$ cat config.mk
export PLATFORM = sky130hd
export DESIGN_NAME = bnn_roll_par
export DESIGN_NICKNAME = d
export VERILOG_FILES = /design/src/rtl/bnn_roll_par.sv
export SDC_FILE = /design/constraint.sdc
export NUM_CORES = 1
export LEC_CHECK = 0
export CORE_AREA = 5 5 195 197
export CTS_CLUSTER_SIZE = 30
export DETAILED_ROUTE_END_ITERATION = 16
export DIE_AREA = 0 0 200 202
export GPL_TIMING_DRIVEN = 0
export PLACE_DENSITY = 0.45
export SYNTH_ARGS = -nofsm -noshare
export SYNTH_HDL_FRONTEND = slang
export SYNTH_SLANG_ARGS = --single-unit
$ cat constraint.sdc
create_clock -name clk -period 9.1 [get_ports clk]
set_clock_uncertainty 0.05 [all_clocks]
set_input_delay 0.91 -clock clk [delete_from_list [all_inputs] [get_ports clk]]
set_output_delay 0.91 -clock clk [all_outputs]
set_load 0.02 [all_outputs]
$ cat src/rtl/bnn_roll_par.sv
// Rolled two-layer binarized classifier: PAR hidden neurons per cycle, then one class per cycle with running argmax.
// Optional `score` output port enabled by macro BNN_ROLL_SCORE_EN.
module bnn_roll_par #(
  parameter int FEAT_CNT   = 11,
  parameter int FEAT_BITS  = 4,
  parameter int HIDDEN_CNT = 40,
  parameter int CLASS_CNT  = 7,
  parameter int PAR        = 1,
  parameter logic [HIDDEN_CNT*FEAT_CNT-1:0]  Weights0 = '0,
  parameter logic [CLASS_CNT*HIDDEN_CNT-1:0] Weights1 = '0
) (
  input  logic                          clk,
  input  logic                          rst,
  input  logic                          start,
  input  logic [FEAT_CNT*FEAT_BITS-1:0] features,
  output logic                          busy,
  output logic                          done,
  output logic [$clog2(CLASS_CNT)-1:0]  prediction
`ifdef BNN_ROLL_SCORE_EN
  ,
  output logic [$clog2(HIDDEN_CNT+1)-1:0] score
`endif
);

  localparam int NG  = (HIDDEN_CNT + PAR - 1) / PAR;
  localparam int GW  = (NG > 1) ? $clog2(NG) : 1;
  localparam int CW  = $clog2(CLASS_CNT);
  localparam int SW  = $clog2(HIDDEN_CNT + 1);
  localparam int AW  = FEAT_BITS + $clog2(FEAT_CNT + 1) + 1;
  localparam int HIW = (HIDDEN_CNT > 1) ? $clog2(HIDDEN_CNT) : 1;

  typedef enum logic [1:0] {ST_IDLE, ST_HID, ST_CLS} state_t;

  state_t                        state_q, state_d;
  logic [FEAT_CNT*FEAT_BITS-1:0] feat_q, feat_d;
  logic [HIDDEN_CNT-1:0]         hidden_q, hidden_d;
  logic [GW-1:0]                 grp_q, grp_d;
  logic [CW-1:0]                 cls_q, cls_d;
  logic [CW-1:0]                 best_q, best_d;
  logic [SW-1:0]                 bscore_q, bscore_d;
  logic [CW-1:0]                 pred_q, pred_d;
  logic [SW-1:0]                 score_q, score_d;
  logic                          busy_q, busy_d;
  logic                          done_q, done_d;

  logic [HIDDEN_CNT-1:0]         hid_upd_s;
  logic [HIDDEN_CNT-1:0]         w1row_s;
  logic [HIDDEN_CNT-1:0]         xn_s;
  logic [SW-1:0]                 pop_s;
  logic [CW-1:0]                 win_cls_s;
  logic [SW-1:0]                 win_sc_s;

  // Hidden-layer group: sign of the +/-feature sum for neurons g*PAR .. g*PAR+PAR-1
  always_comb begin
    int                  h_int;
    logic [HIW-1:0]      hidx;
    logic [FEAT_CNT-1:0] wrow;
    logic [AW-1:0]       acc;
    hid_upd_s = hidden_q;
    h_int     = 0;
    hidx      = '0;
    wrow      = '0;
    acc       = '0;
    for (int p = 0; p < PAR; p++) begin
      h_int = int'(grp_q) * PAR + p;
      hidx  = h_int[HIW-1:0];
      wrow  = FEAT_CNT'(Weights0 >> (h_int * FEAT_CNT));
      acc   = '0;
      for (int f = 0; f < FEAT_CNT; f++) begin
        if (wrow[f]) begin
          acc = acc + AW'(feat_q[f*FEAT_BITS +: FEAT_BITS]);
        end else begin
          acc = acc - AW'(feat_q[f*FEAT_BITS +: FEAT_BITS]);
        end
      end
      if (h_int < HIDDEN_CNT) begin
        hid_upd_s[hidx] = ~acc[AW-1];
      end else begin
        hid_upd_s = hid_upd_s;
      end
    end
  end

  // Output layer: agreement popcount for class cls_q and the running argmax (ties keep the lower index)
  always_comb begin
    w1row_s = HIDDEN_CNT'(Weights1 >> (int'(cls_q) * HIDDEN_CNT));
    xn_s    = ~(hidden_q ^ w1row_s);
    pop_s   = '0;
    for (int h = 0; h < HIDDEN_CNT; h++) begin
      pop_s = pop_s + SW'(xn_s[h]);
    end
    if ((cls_q == '0) || (pop_s > bscore_q)) begin
      win_cls_s = cls_q;
      win_sc_s  = pop_s;
    end else begin
      win_cls_s = best_q;
      win_sc_s  = bscore_q;
    end
  end

  // Next-state and datapath control
  always_comb begin
    state_d  = state_q;
    feat_d   = feat_q;
    hidden_d = hidden_q;
    grp_d    = grp_q;
    cls_d    = cls_q;
    best_d   = best_q;
    bscore_d = bscore_q;
    pred_d   = pred_q;
    score_d  = score_q;
    done_d   = 1'b0;
    case (state_q)
      ST_IDLE: begin
        if (start) begin
          feat_d   = features;
          hidden_d = '0;
          grp_d    = '0;
          state_d  = ST_HID;
        end else begin
          state_d  = ST_IDLE;
        end
      end
      ST_HID: begin
        hidden_d = hid_upd_s;
        if (grp_q == GW'(NG - 1)) begin
          state_d  = ST_CLS;
          cls_d    = '0;
          best_d   = '0;
          bscore_d = '0;
        end else begin
          grp_d    = grp_q + GW'(1);
        end
      end
      ST_CLS: begin
        best_d   = win_cls_s;
        bscore_d = win_sc_s;
        if (cls_q == CW'(CLASS_CNT - 1)) begin
          pred_d  = win_cls_s;
          score_d = win_sc_s;
          done_d  = 1'b1;
          state_d = ST_IDLE;
        end else begin
          cls_d   = cls_q + CW'(1);
        end
      end
      default: begin
        state_d = ST_IDLE;
      end
    endcase
    busy_d = (state_d != ST_IDLE);
  end

  // State and output registers
  always_ff @(posedge clk) begin
    if (rst) begin
      state_q  <= ST_IDLE;
      feat_q   <= '0;
      hidden_q <= '0;
      grp_q    <= '0;
      cls_q    <= '0;
      best_q   <= '0;
      bscore_q <= '0;
      pred_q   <= '0;
      score_q  <= '0;
      busy_q   <= 1'b0;
      done_q   <= 1'b0;
    end else begin
      state_q  <= state_d;
      feat_q   <= feat_d;
      hidden_q <= hidden_d;
      grp_q    <= grp_d;
      cls_q    <= cls_d;
      best_q   <= best_d;
      bscore_q <= bscore_d;
      pred_q   <= pred_d;
      score_q  <= score_d;
      busy_q   <= busy_d;
      done_q   <= done_d;
    end
  end

  assign busy       = busy_q;
  assign done       = done_q;
  assign prediction = pred_q;
`ifdef BNN_ROLL_SCORE_EN
  assign score      = score_q;
`endif

endmodule

After elaboration in Yosys (flattened, before gate mapping)
Index checks and enable logic that the tools add are counted.
{ "classes": {"n_mux": 33, "reduce_logical": 15, "order_cmp": 4, "n_shift": 2, "n_addsub": 62, "mul": 2, "n_bitwise": 4, "n_eq_ne": 10} }
{ "ops": {"columns": ["op", "count"], "rows": [
  ["$add 6x1->6", 34],
  ["$mux 9", 11],
  ["$add 9x4->9", 10],
  ["$sub 9x4->9", 10],
  ["$mux 40", 2],
  ["$pmux 40 s2", 1],
  ["$bwmux 40", 1],
  ["$not 40->40", 1],
  ["$shr 1x9->40 const A", 1],
  ["$xor 40x40->40", 1],
  ["$mux 6", 4],
  ["$pmux 6 s2", 2],
  ["$ne 2x2->1 const B", 6],
  ["$pmux 3 s2", 2],
  ["$reduce_and 3->1", 4],
  ["$shr 1x10->11 const A", 1],
  ["$mul 6x4->10 const B", 1],
  ["$mux 3", 3],
  ["$lt 6x7->1 const B", 1],
  ["$add 5x1->6", 1],
  ["$add 6x1->6 const B", 1],
  ["$demux 1 s6", 1],
  ["$eq 6x6->1 const B", 1],
  ["$ge 6x1->1 const B", 1],
  ["23 further kinds", 31]
]} }
{ "word_totals": {"word_cells": 142, "inputBits": 47, "regBits": 109} }

Logic depth before layout (Yosys ltp)
{ "depth": {"word_depth": 47, "mapped_depth": 39, "ltp_nobuf": 38} }

Worst setup path before layout
No wires, ideal clock.
{ "synth_timing": {"path_kind": "reg-to-reg", "startpoint": "reg feat_q[4]", "endpoint": "reg hidden_q[38]", "setup_slack_ns": 1.130, "path_stages_with_launch": 28, "setup_time_ns": 0.070, "arrival_time_ns": 7.851, "required_ns": 8.980, "n_path_buf": 1, "path_cell_list": "dfxtp_1 > inv_1 > ha_1 > fa_1 > fa_1 > fa_1 > inv_1 > fa_1 > inv_1 > fa_1 > fa_1 > fa_1 > fa_1 > a21o_1 > a21oi_1 > xnor2_1 > ha_1 > a21o_1 > a21oi_1 > nand2_1 > o31a_4 > xnor3_1 > xor2_1 > xnor3_2 > xnor2_4 > buf_6 > nand4_1 > a21oi_1"} }
{ "synth_via": {"elab_chain_len": 24, "elab_cells_between_ends": 34, "cone_classes": "add/sub (20); mux (13); bitwise (1)"} }
{ "synth_rtl": {"columns": ["element", "line", "text"], "rows": [
  ["from (decl)", "35", "logic [FEAT_CNT*FEAT_BITS-1:0] feat_q, feat_d;"],
  ["from (signal assigned)", "170", "feat_q <= feat_d;"],
  ["$sub 9x4->9 or $add 9x4->9 (tied branches)", "73, 71", null],
  ["$mux 9 (*)", "70", "if (wrow[f]) begin"],
  ["$sub 9x4->9 or $add 9x4->9 (tied branches)", "73, 71", null],
  ["$mux 9 (*)", "70", null],
  ["$sub 9x4->9 or $add 9x4->9 (tied branches)", "73, 71", null],
  ["$mux 9 (*)", "70", null],
  ["$sub 9x4->9 or $add 9x4->9 (tied branches)", "73, 71", null],
  ["$mux 9 (*)", "70", null],
  ["[8 not listed]", null, null],
  ["$sub 9x4->9 or $add 9x4->9 (tied branches)", "73, 71", null],
  ["$mux 9 (*)", "70", null],
  ["$sub 9x4->9 or $add 9x4->9 (tied branches)", "73, 71", null],
  ["$mux 9 (*)", "70", null],
  ["$not 1->1 (*)", "77", "hid_upd_s[hidx] = ~acc[AW-1];"],
  ["$bwmux 40 (*)", "77", null],
  ["$mux 40 (*)", "76", "if (h_int < HIDDEN_CNT) begin"],
  ["$pmux 40 s2 (*)", "113", "case (state_q)"],
  ["to (signal assigned)", "171", "hidden_q <= hidden_d;"],
  ["to (decl)", "36", "logic [HIDDEN_CNT-1:0] hidden_q, hidden_d;"]
]} }
Every way passes the cells marked *; elsewhere a longest branch is shown, timed or not. The select of a mux whose other input is x is not followed.
A chain may end at the register's enable or synchronous reset.

Worst setup path after layout
{ "layout_timing": {"startpoint": "reg feat_q[4]", "endpoint": "reg hidden_q[6]"} }
Same word-level chain as after synthesis.

==> run_results.csv <==
group,metric,value,unit
critical_path,slowest_delay,0.61,ns
cells_and_area,syn_to_final_growth,14.5,%
detailed_routing,wl_per_cell,14.2,um
detailed_routing,final_antenna_net_count,0,
clock_tree,htree_levels,3,
cells_and_area,multi_input_area,6610,sq um
synthesis,ys.flop_type,"dfxtp_1",
floorplanning,dieArea,40400,sq um
synthesis,muxShareOfSynthArea,0,%
placement,gp_congestion,0.789,
sta,fmaxAchievable,117,MHz
flow_run,cap_violations,0,
cells_and_area,diodes,0,
critical_path,slowest_stage,"fa_1",
floorplanning,initial_core_util,26.5,%
floorplanning,num_rows,70,
worst_hold_path,min_path_type,"flop to flop",
floorplanning,num_io_pins,52,
sta,report.final.slew_viol_count,0,
sta,finalSetupViolCount,0,
sta,finalHoldViolations,0,
synthesis,synthArstFlopShare,0,%
sta,worst_pin_slew,0.753,ns
detailed_routing,drt-pass1-iter-count,5,
synthesis,synth_edf_count,0,
synthesis,synth_fa_ha_area_share,24.6,%
global_routing,grt_max_degree,20,
run_status,status,"completed",
sta,rsz0062_at_grt,"false",
critical_path,crit_family,"adder cells",
worst_hold_path,hold_start,"best_q[0]$_SDFFE_PP0P_",
placement,hpwl,19900,um
placement,portBuffers,50,
detailed_routing,dr_total_vias,8145,
detailed_routing,wl,25100,um
sta,whs,0.400,ns
detailed_routing,viasPerCell,4.59,
synthesis,synth-compound-area-share,16.6,%
floorplanning,core,36100,sq um
global_routing,grt-ovfl-total,0,
synthesis,synth_top_family_by_area,"adder cells",
critical_path,crit_top_cell,"fa_1",
clock_tree,clk_pin_slew,0.08,ns
critical_path,crit_type,"flop to flop",
cells_and_area,finish.utilization,30.4,%
clock_tree,cts.hold.buffers_added,0,
critical_path,worstSetupStartpointType,"flop",
synthesis,yosys.area_share.simple,18.9,%
cells_and_area,most-common-layout-cells,"nand2_1, a21oi_1, inv_1, ha_1, dfxtp_1",
cells_and_area,drive_above_1_share,3.75,%
critical_path,cp-startpoint,"feat_q[4]$_SDFFE_PP0P_",
global_routing,grt_pass1_wl,41400,um
synthesis,synth_area,9570,sq um
clock_tree,clock_latency,0.37,ns
detailed_routing,first_iter_violations,332,
sta,relSlewSlack,49.8,%
cells_and_area,register_area,2180,sq um
synthesis,yosysSeqAreaShare,22.8,%
synthesis,syn_nets,1450,
floorplanning,dieHeight,202,um
global_routing,track_usage,12.6,%
detailed_routing,drc,0,
global_routing,grt_pass1_vias,7948,
clock_tree,cts_buffer_depth,2,
clock_tree,clockRootBuffer,"clkbuf_16",
clock_tree,post_cts.repair.setup_buffers,0,
clock_tree,cts_buffers,9,
critical_path,worstPathArrival,8.79,ns
critical_path,r2r-start,"feat_q[4]$_SDFFE_PP0P_",
cells_and_area,num-fill-cells,3920,
cells_and_area,final_cell_count_no_fill,1773,
critical_path,critPathMaxFanout,10,
placement,dp_cells,1757,
synthesis,synth.ff_latch_count,109,
cells_and_area,nets,1511,
sta,min_period_over_period,93.8,%
synthesis,syn_inst,1239,
clock_tree,cts_tree,"yes",
synthesis,synth_xor_area_share,8.84,%
critical_path,crit_buf_inv,4,
clock_tree,clock_sinks,109,
synthesis,synth_cell_type_count,53,
critical_path,worst_setup_path_end_kind,"flop",
sta,setup_tns,0,ns
cells_and_area,final_common_cell,"nand2_1",
global_routing,grt_antenna_before_repair,0,
synthesis,avgSynthCellArea,7.72,sq um
floorplanning,die_w,200,um
critical_path,cp.required,9.36,ns
synthesis,synth_warnings,0,
sta,fin_crit,8.53,ns
==> path summary, 6_finish.rpt <==
kind / endpoint / slack [ns] / cells past startpoint
hold / removal: best_q[0]$_SDFFE_PP0P_ / 0.40 / 2
hold reg to reg: best_q[0]$_SDFFE_PP0P_ / 0.40 / 2
setup / recovery: hidden_q[6]$_SDFFE_PP0P_ / 0.57 / 29
setup reg to reg: hidden_q[6]$_SDFFE_PP0P_ / 0.57 / 29
==> Yosys cell counts, types with 5 or more instances <==
| master | count | area [sq um] |
|---|---|---|
| o21bai_1 | 18 | 135 |
| inv_1 | 130 | 488 |
| nand3b_1 | 6 | 45.0 |
| nand4_1 | 42 | 263 |
| dfxtp_1 | 109 | 2180 |
| fa_1 | 40 | 801 |
| a21o_1 | 20 | 150 |
| xnor2_1 | 59 | 517 |
| a22oi_1 | 6 | 45.0 |
| nor2b_1 | 8 | 50.1 |
| nor2_1 | 104 | 390 |
| buf_4 | 7 | 52.6 |
| xor2_1 | 22 | 193 |
| a21oi_1 | 146 | 731 |
| ha_1 | 124 | 1550 |
| o21ai_0 | 52 | 260 |
| o21ai_1 | 6 | 30.0 |
| nand2_1 | 205 | 769 |
| nor3_1 | 23 | 115 |
| nand2b_1 | 8 | 50.1 |
| buf_2 | 5 | 25.0 |
| clkbuf_1 | 41 | 154 |
==> registers in the layout, indices dropped and copies added (netlist names) <==
name and cells:
state_q 2, busy 1, hidden_q 40, bscore_q 6, cls_q 3, best_q 3
prediction 3, done 1, feat_q 44, grp_q 6
==> per-layer routing <==
metal | routed length (um) | vias up | track usage, %
met5 | 0 | - | 0
met4 | 328 | 0 | 2.69
met3 | 894 | 21 | 2.38
met2 | 11100 | 105 | 19.6
met1 | 12900 | 3781 | 18.2
li1 | - | 4238 | -
==> cell families after synthesis <==
kind of cell             count (synthesis)
AO/OA/AOI/OAI                          273
XOR/XNOR                                87
flip-flops                             109
AND/OR/NAND/NOR                        416
adder cells (fa/ha/maj)                164
buffers and inverters                  190
==> worst min-delay path: stages (launching register included) <==
cell and delay [ns]:
dfxtp_1 0.31, nand2_1 0.05, a21oi_1 0.05
==> final cells by class <==
type,count,area share (%)
well taps,468,5.35
clock inverters,6,0.468
flip-flops and latches,109,19.9
repair buffers,50,4.57
clock buffers,10,2.09
multi-input cells,940,60.4
inverters,131,4.49
plain buffers,59,2.73
==> metrics by stage <==
step                      setup slack, ns  instance area [sq um]
after floorplan                      1.13                   9570
after global placement              0.424                  10700
after detailed placement            0.332                  10700
after CTS                           0.309                  10900
after global routing               0.0207                  11000
final                               0.567                  11000
==> timing repair <==
action	in CTS	in global routing
setup endpoints to repair	0	40
gates resized for setup	0	6
hold endpoints to repair	0	0
Power is not shown: default switching activity piles up to over one toggle a cycle in this logic, so the estimate is an artifact.
